**config.mk**
```make
export PLATFORM = sky130hd
export DESIGN_NAME = down_counter_seq_flat
export DESIGN_NICKNAME = d
export VERILOG_FILES = /design/src/rtl/down_counter_seq_if.sv /design/src/rtl/down_counter_seq.sv /design/src/flat_wrapper.sv
export SDC_FILE = /design/constraint.sdc
export NUM_CORES = 1
export LEC_CHECK = 0
export ABC_CLOCK_PERIOD_IN_PS = 1600
export CAP_MARGIN = 40
export CORE_AREA = 2 2 39 41
export CTS_CLUSTER_DIAMETER = 50
export CTS_CLUSTER_SIZE = 24
export DETAILED_ROUTE_END_ITERATION = 12
export DIE_AREA = 0 0 41 43
export DONT_BUFFER_PORTS = 1
export PLACE_DENSITY = 0.57
export SLEW_MARGIN = 20
export SYNTH_ARGS = -nofsm -noshare
export SYNTH_HDL_FRONTEND = slang
export SYNTH_SLANG_ARGS = --single-unit
```
**constraint.sdc**
```tcl
create_clock -name clk -period 1.6 [get_ports clk]
set_input_delay 0.24 -clock clk [delete_from_list [all_inputs] [get_ports clk]]
set_output_delay 0.24 -clock clk [all_outputs]
set_load 0.005 [all_outputs]
```
**src/rtl/down_counter_seq_if.sv**
```systemverilog
// down_counter_seq_if
//   Handshake/data bundle between a loop controller (master) and the
//   down_counter_seq sequencer (slave).
//   Master drives: start, load_val, enable, abort, done_ack.
//   Slave drives : count_out, busy, done, tick.
interface down_counter_seq_if #(
  parameter int WIDTH = 4
);
  logic             start;
  logic [WIDTH-1:0] load_val;
  logic             enable;
  logic             abort;
  logic             done_ack;
  logic [WIDTH-1:0] count_out;
  logic             busy;
  logic             done;
  logic             tick;

  modport master (
    output start, load_val, enable, abort, done_ack,
    input  count_out, busy, done, tick
  );

  modport slave (
    input  start, load_val, enable, abort, done_ack,
    output count_out, busy, done, tick
  );
endinterface

```
**src/rtl/down_counter_seq.sv**
```systemverilog
// down_counter_seq
//   Loadable down-counter sequencer. A start in IDLE or DONE loads load_val
//   and counts down on enabled cycles; reaching zero raises done until
//   acknowledged. abort returns to IDLE from anywhere.
// Ports:
//   clk    - clock, all state changes on the rising edge
//   rst_n  - asynchronous active-low reset
//   bus    - slave side of down_counter_seq_if
//            in : start, load_val, enable, abort, done_ack
//            out: count_out, busy, done, tick (all registered)
module down_counter_seq #(
  parameter int WIDTH = 4
) (
  input  logic              clk,
  input  logic              rst_n,
  down_counter_seq_if.slave bus
);

  typedef enum logic [1:0] {
    IDLE = 2'd0,
    RUN  = 2'd1,
    DONE = 2'd2
  } state_t;

  localparam logic [WIDTH-1:0] ONE  = WIDTH'(1);
  localparam logic [WIDTH-1:0] ZERO = '0;

  state_t           state_reg, state_next;
  logic [WIDTH-1:0] count_reg, count_next;
  logic             tick_reg,  tick_next;
  logic             busy_reg,  busy_next;
  logic             done_reg,  done_next;

  // Target of an accepted start: a zero load skips RUN entirely.
  state_t           load_state;
  assign load_state = (bus.load_val == ZERO) ? DONE : RUN;

  always_ff @(posedge clk or negedge rst_n) begin
    if (!rst_n) begin
      state_reg <= IDLE;
      count_reg <= ZERO;
      tick_reg  <= 1'b0;
      busy_reg  <= 1'b0;
      done_reg  <= 1'b0;
    end else begin
      state_reg <= state_next;
      count_reg <= count_next;
      tick_reg  <= tick_next;
      busy_reg  <= busy_next;
      done_reg  <= done_next;
    end
  end

  // Priority on each edge: abort > start > done_ack > enable.
  always_comb begin
    state_next = state_reg;
    count_next = count_reg;
    tick_next  = 1'b0;

    if (bus.abort) begin
      state_next = IDLE;
      count_next = ZERO;
    end else begin
      unique case (state_reg)
        IDLE: begin
          if (bus.start) begin
            state_next = load_state;
            count_next = bus.load_val;
          end
        end
        RUN: begin
          // start is deliberately ignored while counting.
          if (bus.enable) begin
            count_next = count_reg - ONE;
            tick_next  = 1'b1;
            if (count_reg == ONE) begin
              state_next = DONE;
            end
          end
        end
        DONE: begin
          // A start here chains the next run with no idle gap.
          if (bus.start) begin
            state_next = load_state;
            count_next = bus.load_val;
          end else if (bus.done_ack) begin
            state_next = IDLE;
          end
        end
        default: begin
          state_next = IDLE;
          count_next = ZERO;
        end
      endcase
    end
  end

  // Status flags are registered copies of the next state so they change
  // on the same edge as the state and never glitch on inputs.
  always_comb begin
    busy_next = (state_next == RUN);
    done_next = (state_next == DONE);
  end

  assign bus.count_out = count_reg;
  assign bus.busy      = busy_reg;
  assign bus.done      = done_reg;
  assign bus.tick      = tick_reg;

endmodule
```
**src/flat_wrapper.sv**
```systemverilog
// flat-port wrapper written by rule: the top's interface ports become plain ports
module down_counter_seq_flat 
#(
  parameter int WIDTH = 4
)
  (clk, rst_n, bus_start, bus_load_val, bus_enable, bus_abort, bus_done_ack, bus_count_out, bus_busy, bus_done, bus_tick);
  down_counter_seq_if #(.WIDTH(WIDTH)) bus_i ();
  input  logic clk;
  input  logic rst_n;
  input wire logic [$bits(bus_i.start)-1:0] bus_start;
  input wire logic [$bits(bus_i.load_val)-1:0] bus_load_val;
  input wire logic [$bits(bus_i.enable)-1:0] bus_enable;
  input wire logic [$bits(bus_i.abort)-1:0] bus_abort;
  input wire logic [$bits(bus_i.done_ack)-1:0] bus_done_ack;
  output wire logic [$bits(bus_i.count_out)-1:0] bus_count_out;
  output wire logic [$bits(bus_i.busy)-1:0] bus_busy;
  output wire logic [$bits(bus_i.done)-1:0] bus_done;
  output wire logic [$bits(bus_i.tick)-1:0] bus_tick;
  assign bus_i.start = bus_start;
  assign bus_i.load_val = bus_load_val;
  assign bus_i.enable = bus_enable;
  assign bus_i.abort = bus_abort;
  assign bus_i.done_ack = bus_done_ack;
  assign bus_count_out = bus_i.count_out;
  assign bus_busy = bus_i.busy;
  assign bus_done = bus_i.done;
  assign bus_tick = bus_i.tick;
  down_counter_seq #(.WIDTH(WIDTH)) u_core (.clk(clk), .rst_n(rst_n), .bus(bus_i));
endmodule
```
==> results.py <==
metrics = {
    "global_route": {
        "track_usage_pct": 14.93,
        "antenna_found_initial": 0,
        "grt.overflow.total": 0,
        "grt_max_degree": 12,
        "grt_pass1_vias": 386,
        "grt_pass1_wl_mm": 1.731,
    },
    "min_path": {
        "worstHoldStart": "bus_abort",
        "min_path_type": "in2reg",
        "whs_endpoint": "u_core.bus.busy$_DFF_PN0_",
        "hold_depth": 1,
    },
    "power_and_ir_drop": {
        "swShare_pct": 28.48,
        "p_sw_uw": 162.9,
        "intPower_uw": 409.1,
        "p_leak_nw": 0.2494,
        "pwr-share-seq_pct": 47.8,
        "p_clk_share_pct": 30.3,
        "comb_power_share_pct": 21.9,
        "ir_drop_uv": 289.8,
        "power_density_nw_per_um2": 968.6,
    },
    "floorplan": {
        "io-pin-count": 17,
        "start_util_pct": 38.70,
        "die_h_um": 43,
        "row_count": 14,
        "core_area_um2": 1384,
        "dieWidth_um": 41,
        "fp.dieArea_um2": 1763,
    },
    "sta": {
        "fin_worst_skew_ns": 0.004490,
        "hold_viol": 0,
        "timing.fmax_mhz": 710.4,
        "setup_ws_ns": 0.1924,
        "setup-tns-final_ns": 0,
        "slew_headroom_pct": 73.85,
        "drv_slew": 0,
        "min_period_ns": 1.408,
        "setup_viol": 0,
        "tightest_slew_ns": 0.3910,
        "period_share_pct": 87.97,
        "grt_setup_unrepaired": "no",
    },
    "worst_setup_path": {
        "worstPathCellList": "inv_1 > ha_1 > nor3b_1 > nand3b_1 > a211oi_1",
        "r2r_slack_ns": 0.19,
        "startpoint_type": "flop",
        "path_buf_inv": 1,
        "r2r-start": "u_core.bus.count_out[1]$_DFFE_PN0P_",
        "cpPeakStageDelay_ns": 0.43,
        "crit_fanout": 4,
        "worstSetupPathType": "reg2reg",
        "reg2reg_depth": 5,
        "r2r_end": "u_core.state_reg[1]$_DFF_PN0_",
        "cp.required_ns": 1.76,
        "crit_family": "flip-flops",
        "crit_start": "u_core.bus.count_out[1]$_DFFE_PN0P_",
        "cp-end-kind": "flop",
        "slowest_stage": "dfrtp_1",
        "worst_ep_arrival_time_ns": 1.57,
    },
    "cts": {
        "tritoncts": "done",
        "cts_buffer_depth": 2,
        "post_cts_buffers": 0,
        "path_clk_slew_ns": 0.06,
        "h-tree-depth": 1,
        "clock_latency_ns": 0.26,
        "cts_sinks": 9,
        "cts_buffers": 3,
        "cts_root_buffer": "clkbuf_4",
    },
    "placement": {
        "gp_congestion": 0.7279,
        "io_buffers": 0,
        "dp_hpwl_um": 848.7,
        "dp_slack_ns": 0.1975,
    },
    "status": {
        "status": "finished, final reports clean",
    },
    "synth": {
        "ys_types": 26,
        "yosysWarnings": 0,
        "avgSynthCellArea_um2": 10.50,
        "ys_seq_elements": 9,
        "ys_seq_area_share_pct": 42.06,
        "syn_nets": 63,
        "netlist_area_um2": 535.5,
        "synthCells": 51,
    },
    "route": {
        "drt-wirelength-per-cell_um": 14.50,
        "drtPass1Iterations": 2,
        "drt_iter0_markers": 9,
        "drc": 0,
        "dr_total_vias": 398,
        "routed_wirelength_mm": 1.044,
        "routed_via_density": 5.528,
        "ant_nets": 0,
    },
    "cells_and_area": {
        "area_growth_pct": 10.28,
        "largest_reg_flops": 4,
        "final_nets": 69,
        "final_cell_mix": "dfrtp_1 (9), inv_1 (6)",
        "mostFrequentLayoutCell": "dfrtp_1",
        "num_antenna_cells": 0,
        "post_route_cells_drive_above_1_share_pct": 21.43,
    },
    "run": {
        "drv_cap": 0,
    },
}
-- cell usage after synthesis --
master	number	area, um^2
a211o_1	1	8.760
a211oi_1	3	22.52
a211oi_2	1	12.51
a21oi_1	2	10.01
a21oi_2	1	8.760
a221o_1	1	10.01
a22o_1	3	26.28
buf_2	1	5.000
buf_6	1	11.26
dfrtp_1	9	225.2
ha_1	2	25.02
inv_1	6	22.52
inv_2	1	3.750
nand2b_1	1	6.260
nand3b_1	2	15.01
nor2_1	1	3.750
nor2b_1	1	6.260
nor3_1	2	10.01
nor3b_1	2	15.01
nor3b_2	1	12.51
nor4_1	1	6.260
nor4_2	1	12.51
o22ai_1	3	18.77
or2_4	1	8.760
or3b_4	1	11.26
xnor2_1	2	17.52
-- logic make-up after synthesis --
group | after synthesis | synth area share, %
adder cells (fa/ha/maj) | 2 | 4.672
AND/OR/NAND/NOR | 14 | 20.09
buffers and inverters | 9 | 7.942
flip-flops | 9 | 42.06
AO/OA/AOI/OAI | 15 | 21.96
XOR/XNOR | 2 | 3.272
-- final cells by class --
class                      count  area, um^2
clock buffer                   4       26.28
fill                         144       793.3
inverter                       7       26.28
multi-input combinational     33       267.8
sequential                     9       225.2
tap                           16       20.02
timing repair buffer           3       25.02
-- power by group through the flow --
stage               Clock (mW)  Sequential [mW]  Combinational (mW)
floorplan                    0            0.272               0.105
global placement             0            0.278               0.118
detailed placement           0            0.278               0.120
CTS                      0.180            0.274               0.126
global route             0.196            0.278               0.139
finish                   0.173            0.273               0.125
-- layer usage --
metal / part of all wire, % / wire, um / vias up / GRT usage [%]
met4: 1.3 / 14 / 0 / 10.00
met2: 42 / 443 / 17 / 17.50
met3: 6.5 / 68 / 2 / 4.712
met5: 0 / 0 / - / 0
li1: - / - / 197 / -
met1: 50 / 517 / 182 / 22.22
-- how the worst max path moves through the flow --
stage                                                to  cells past startpoint
after detailed placement      u_core.bus.done$_DFF_PN0_                      5
after floorplan               u_core.bus.busy$_DFF_PN0_                      4
after CTS                     u_core.bus.done$_DFF_PN0_                      5
after global routing          u_core.bus.done$_DFF_PN0_                      5
final                     u_core.state_reg[1]$_DFF_PN0_                      5
after global placement        u_core.bus.done$_DFF_PN0_                      5
-- metrics by stage --
stage	hold slack, ns	cells	power (mW)	area (um^2)	utilization (%)
finish	0.04073	72	0.5720	590.6	42.68
global route	0.03008	72	0.6133	590.6	42.68
CTS	0.03499	72	0.5800	590.6	42.68
detailed placement	-0.05533	67	0.3982	554.3	40.05
global placement	-0.05536	67	0.3959	554.3	40.05
floorplan	-0.05559	51	0.3777	535.5	-
-- worst register-to-register path, stage by stage, from the launching register on --
cell and delay, ns:
dfrtp_1 0.43, inv_1 0.10, ha_1 0.13, nor3b_1 0.27
nand3b_1 0.14, a211oi_1 0.25
-- timing repair --
| item | in CTS | in global routing |
|---|---|---|
| hold endpoints to repair | 9 | 0 |
| gates resized for setup | 0 | 0 |
| hold buffers | 1 | 0 |
No activity file was read; power rests on OpenSTA's default activity.
